File: config.mk
export PLATFORM = sky130hd
export DESIGN_NAME = serial_subtractor
export DESIGN_NICKNAME = d
export VERILOG_FILES = /design/src/rtl/serial_sub_pkg.sv /design/src/rtl/fullsub_cell.sv /design/src/rtl/serial_subtractor.sv
export SDC_FILE = /design/constraint.sdc
export NUM_CORES = 1
export LEC_CHECK = 0
export BUFFER_PORTS_ARGS = -buffer_cell sky130_fd_sc_hd__buf_2
export CORE_AREA = 8 8 75 51
export DETAILED_ROUTE_END_ITERATION = 10
export DIE_AREA = 0 0 83 59
export PLACE_DENSITY = 0.89
export RECOVER_POWER = 50
export SETUP_SLACK_MARGIN = 0.1
export SLEW_MARGIN = 5
export SYNTH_ARGS = -nofsm -noshare
export SYNTH_HDL_FRONTEND = slang
export SYNTH_SLANG_ARGS = --single-unit
export TNS_END_PERCENT = 50
File: constraint.sdc
create_clock -name clk -period 2.6 [get_ports clk]
set_clock_uncertainty 0.2 [all_clocks]
set_input_delay 0.26 -clock clk [delete_from_list [all_inputs] [get_ports clk]]
set_output_delay 0.26 -clock clk [all_outputs]
set_load 0.01 [all_outputs]
File: src/rtl/serial_sub_pkg.sv
// serial_sub_pkg: shared FSM encoding, default width and overflow helper for serial_subtractor.
package serial_sub_pkg;

    // IDLE: waiting for start; RUN: one bit per clock; DONE: results valid for one cycle
    typedef enum logic [1:0] {
        IDLE = 2'd0,
        RUN  = 2'd1,
        DONE = 2'd2
    } state_e;

    localparam int DEF_WIDTH = 8;

    // Two's complement overflow of a - b: operand signs differ and the result
    // sign does not follow the minuend.
    function automatic logic sub_ovf(input logic a_msb, input logic b_msb, input logic d_msb);
        return (a_msb != b_msb) && (d_msb != a_msb);
    endfunction

endpackage

File: src/rtl/fullsub_cell.sv
// fullsub_cell: combinational 1-bit full subtractor.
//   a, b, bin : minuend bit, subtrahend bit, borrow-in
//   d, bout   : difference bit, borrow-out
module fullsub_cell (
    input  logic a,
    input  logic b,
    input  logic bin,
    output logic d,
    output logic bout
);

    assign d    = a ^ b ^ bin;
    assign bout = (~a & b) | (~(a ^ b) & bin);

endmodule

File: src/rtl/serial_subtractor.sv
// serial_subtractor: bit-serial WIDTH-bit DataA - DataB - Bin, LSB first, one bit per clock.
//   clk, rst        : clock, synchronous active-high reset
//   start           : request, accepted in IDLE or DONE
//   DataA/DataB/Bin : operands, captured on accept
//   busy            : high during the WIDTH processing cycles
//   done            : one-cycle pulse when Diff/Bout/Ovf are valid
//   Diff/Bout/Ovf   : difference, unsigned borrow-out, signed overflow (held until next accept)
module serial_subtractor
    import serial_sub_pkg::*;
#(
    parameter  int WIDTH = DEF_WIDTH,
    localparam int CNT_W = $clog2(WIDTH + 1)
) (
    input  logic             clk,
    input  logic             rst,
    input  logic             start,
    input  logic [WIDTH-1:0] DataA,
    input  logic [WIDTH-1:0] DataB,
    input  logic             Bin,
    output logic             busy,
    output logic             done,
    output logic [WIDTH-1:0] Diff,
    output logic             Bout,
    output logic             Ovf
);

    localparam logic [CNT_W-1:0] LAST = CNT_W'(WIDTH - 1);

    state_e             state_q, state_d;
    logic [WIDTH-1:0]   a_q, a_d, b_q, b_d, diff_q, diff_d;
    logic [CNT_W-1:0]   cnt_q, cnt_d;
    logic               brw_q, brw_d, am_q, am_d, bm_q, bm_d;
    logic               bit_d, bit_bout;

    fullsub_cell u_cell (
        .a    (a_q[0]),
        .b    (b_q[0]),
        .bin  (brw_q),
        .d    (bit_d),
        .bout (bit_bout)
    );

    always_comb begin
        state_d = state_q;
        a_d     = a_q;
        b_d     = b_q;
        diff_d  = diff_q;
        brw_d   = brw_q;
        cnt_d   = cnt_q;
        am_d    = am_q;
        bm_d    = bm_q;
        if (start && state_q != RUN) begin
            a_d     = DataA;
            b_d     = DataB;
            brw_d   = Bin;
            cnt_d   = '0;
            am_d    = DataA[WIDTH-1];
            bm_d    = DataB[WIDTH-1];
            state_d = RUN;
        end else if (state_q == RUN) begin
            // difference bits enter at the MSB so the word is aligned after WIDTH shifts
            a_d     = a_q >> 1;
            b_d     = b_q >> 1;
            diff_d  = {bit_d, diff_q[WIDTH-1:1]};
            brw_d   = bit_bout;
            cnt_d   = cnt_q + CNT_W'(1);
            state_d = (cnt_q == LAST) ? DONE : RUN;
        end else if (state_q == DONE) begin
            state_d = IDLE;
        end
    end

    always_ff @(posedge clk) begin
        if (rst) begin
            state_q <= IDLE;
            a_q     <= '0;
            b_q     <= '0;
            diff_q  <= '0;
            brw_q   <= 1'b0;
            cnt_q   <= '0;
            am_q    <= 1'b0;
            bm_q    <= 1'b0;
        end else begin
            state_q <= state_d;
            a_q     <= a_d;
            b_q     <= b_d;
            diff_q  <= diff_d;
            brw_q   <= brw_d;
            cnt_q   <= cnt_d;
            am_q    <= am_d;
            bm_q    <= bm_d;
        end
    end

    assign busy = (state_q == RUN);
    assign done = (state_q == DONE);
    assign Diff = diff_q;
    assign Bout = brw_q;
    assign Ovf  = sub_ovf(am_q, bm_q, diff_q[WIDTH-1]);

endmodule

==> run summary <==
## Route
- 5.06 — average via count per standard cell
- 171 um — detailed-routed wire length on met3
- 1.43 mm — Met1 Routed Length
- 4 — length of the first detailed-routing pass in iterations
- 59 — Starting DRT DRC Count
- 0 — final antenna-violating net count
- 2.95 mm — overall routed net length
- 0 — final routed DRC violation total
- 1,149 — Vias
- 1.29 mm — DR WL met2
- 13.0 um — average wire per standard cell
- met4 — highest metal layer with signal wires

## Synth
- sky130_fd_sc_hd__dfxtp_1 — Main synth FF type
- sky130_fd_sc_hd__dfxtp_1 45%, sky130_fd_sc_hd__a311oi_1 8.4%, sky130_fd_sc_hd__nand2_1 8.2% — leading cell types by total area after synthesis
- 0 — synthesis warning total
- 163 — gate count of the mapped netlist
- 33 — #FFs+latches synth
- sky130_fd_sc_hd__dfxtp_1 — Yosys top cell by area
- 45.3% — portion of synthesized cell area occupied by the leading cell type
- 0 — count of flip-flops with a built-in enable after synthesis
- 45.3% — sequential fraction of the synthesis area
- 29 — Cell variety after synth
- 0.00146 mm2 — synthesized area
- 188 — nets in the synthesized netlist
- 8.94 um2 — average instance area after synthesis
- 0% — proportion of synthesized flip-flops having asynchronous set or reset

## Clocking
- 2 — deepest clock path buffer count
- 0 — post-cts repair resize count
- built — clock tree from TritonCTS
- 0 — post-CTS setup repair buffer count
- sky130_fd_sc_hd__clkbuf_8 — cell at the root of the clock tree
- 33 — Sinks on Clock Net
- 2 — H-tree levels
- 0 — CTS Hold Bufs
- 5 — number of clock buffers inserted by TritonCTS
- 70 ps — clock transition time at the flip-flop clock pins of the worst setup and hold paths
- 290 ps — insertion delay to the later sink of the worst-skew pair

## Cells and area
- 0.00166 mm2 — final std cell area, no fill
- sky130_fd_sc_hd__dfxtp_1 — leading cell type in the layout, fill and taps excluded
- 0 — number of antenna diodes
- 13.6% — area growth from synthesis to layout
- 255 — Filler Cells Inserted
- 16.6% — fraction of layout instances using a drive strength above 1
- 217 — net total in the final layout
- 696 um2 — multi-input logic area
- 661 um2 — area occupied by registers
- 33 x sky130_fd_sc_hd__dfxtp_1, 32 x sky130_fd_sc_hd__nand2_1, 32 x sky130_fd_sc_hd__nor2_1 — most frequent cells in the layout
- 227 — Finished Layout Cells

## Placed design
- 2.15 mm — dpl hpwl
- 0.00158 mm2 — Area after DPL
- 31 — count of input and output buffers
- 0.802 — GP Congestion
- 219 — number of cells in the design after placement

## Timing
- 74.1% — Period Utilization, post-route
- false — RSZ-0062 raised after global routing
- 0 — max-slew violation count
- 0 — final count of hold timing violations
- 0 — number of setup violations in the final report
- 1930 ps — fin crit period
- 519 MHz — timing-limited maximum frequency
- 65.9% — Slew headroom
- 0 ps — total negative slack for setup checks
- 512 ps — transition at the pin with the smallest max-transition slack

## Floorplan
- 0.00490 mm2 — Die ar.
- 53.6% — initial standard-cell utilization of the core
- 32 — number of top-level pins
- 15 — number of rows created at floorplan
- 59 um — die height
- 83 um — width of the chip
- 0.00272 mm2 — Core Area

## Worst setup path
- 1920 ps — data arrival time of the critical path
- flip-flop to flip-flop — CP Class
- 14 — worst-path fanout max
- sky130_fd_sc_hd__nand2b_1 — Max stage delay cell, worst path
- 1 — number of buffer and inverter stages on the critical path
- flip-flop — Startpoint Class
- inv_1 -> ha_1 -> nand2b_1 -> nand2_1 -> a311oi_1 — cell-by-cell listing of the critical path
- 480 ps — delay of the slowest critical-path stage
- 2590 ps — Required @ worst endpoint
- flip-flop — critical path endpoint category
- simple AND/OR/NAND/NOR gates — Crit path max-delay family

## GRT
- 0 — global-route congestion overflow total
- 0 — number of antenna violations at the first check in global routing
- 12.3% — total routing resource utilization after global routing
- 4.82 mm — first-pass GRT wire length
- 30 — pin count of the biggest net entering global routing
- 1,127 — number of global-route vias before repair

## Outcome
- finished, final reports clean — outcome

## Hold path
- input pin to flip-flop — path category of the worst min-delay check

## Power and ir drop
- 0.000278 V — maximum ir drop on the vdd rail
- 661 mW/mm2 — P per Cell Area
- 0.669 nW — static leakage

## Job
- 0 — max-cap viol count

worst paths after layout:
| path | from | endpoint | slack, ps | cells past startpoint |
|---|---|---|---|---|
| max | state_q[1]$_SDFFE_PP0P_ | a_q[1]$_SDFFE_PP0P_ | 670 | 5 |
| min | DataB[1] | b_q[1]$_SDFFE_PP0P_ | 30 | 3 |
| max reg2reg | state_q[1]$_SDFFE_PP0P_ | a_q[1]$_SDFFE_PP0P_ | 670 | 5 |
| min reg2reg | a_q[6]$_SDFFE_PP0P_ | a_q[5]$_SDFFE_PP0P_ | 280 | 2 |
report_power, final:
group / internal [W] / switching [W] / total (W)
registers: 0.000540 / 0.0000217 / 0.000562
clock network: 0.000184 / 0.000188 / 0.000372
logic: 0.0000678 / 0.0000922 / 0.000160
total: 0.000792 / 0.000302 / 0.00109
metrics by stage:
step | total power [W] | hold WS, ps | utilization [%] | setup WS [ps]
global route | 0.00116 | 27.9 | 60.8 | 501
finish | 0.00109 | 34.8 | 60.8 | 674
floorplan | 0.000702 | 207 | - | 943
global placement | 0.000730 | 263 | 58.2 | 769
detailed placement | 0.000736 | 276 | 58.2 | 670
CTS | 0.00111 | 26.6 | 61.4 | 661
per-layer routing:
layer,up-vias,GRT usage (%)
met3,7,5.22
met2,26,19.1
met1,509,13.8
met4,0,7.71
met5,-,0
li1,607,-
layout make-up:
class / instances / share of cell area [%]
tap: 34 / 2.57
clock buffer: 5 / 4.16
sequential: 33 / 39.9
timing repair buffer: 33 / 9.37
inverter: 4 / 0.907
clock inverter: 3 / 1.06
multi-input combinational: 115 / 42.0
flip-flops by register name, summed over array words and instances (netlist names):
register and flops:
Diff 8, a_q 8, b_q 8, cnt_q 4, state_q 2, Bout 1, am_q 1, bm_q 1
worst reg2reg max path, cell delays in order (launching register included):
cell and delay [ps]:
sky130_fd_sc_hd__dfxtp_1 330, sky130_fd_sc_hd__inv_1 80, sky130_fd_sc_hd__ha_1 330, sky130_fd_sc_hd__nand2b_1 480, sky130_fd_sc_hd__nand2_1 120, sky130_fd_sc_hd__a311oi_1 290
cells in the mapped netlist (2+ instances only):
cell type and number:
sky130_fd_sc_hd__buf_4 3, sky130_fd_sc_hd__nor2_1 32, sky130_fd_sc_hd__nand2_1 32, sky130_fd_sc_hd__ha_1 4, sky130_fd_sc_hd__a22oi_1 2, sky130_fd_sc_hd__a311oi_1 14, sky130_fd_sc_hd__buf_6 2, sky130_fd_sc_hd__mux2i_1 11
sky130_fd_sc_hd__nand3b_1 2, sky130_fd_sc_hd__dfxtp_1 33, sky130_fd_sc_hd__a21oi_1 3, sky130_fd_sc_hd__xor2_1 2, sky130_fd_sc_hd__inv_1 4, sky130_fd_sc_hd__buf_1 2, sky130_fd_sc_hd__buf_2 2, sky130_fd_sc_hd__a211oi_1 2
cells by family (layout without fill, tap and decap cells):
logic type	Yosys count	after routing	share of synthesized area, %
buffers and inverters	15	45	6.95
and+or+nand+nor	74	74	21.7
muxes	11	11	7.55
AOI/OAI and AO/OA	22	22	11.8
adders and majority gates	5	5	4.81
DFF	33	33	45.3
xor gates and xnor gates	3	3	1.80
No activity file was read; power rests on OpenSTA's default activity.
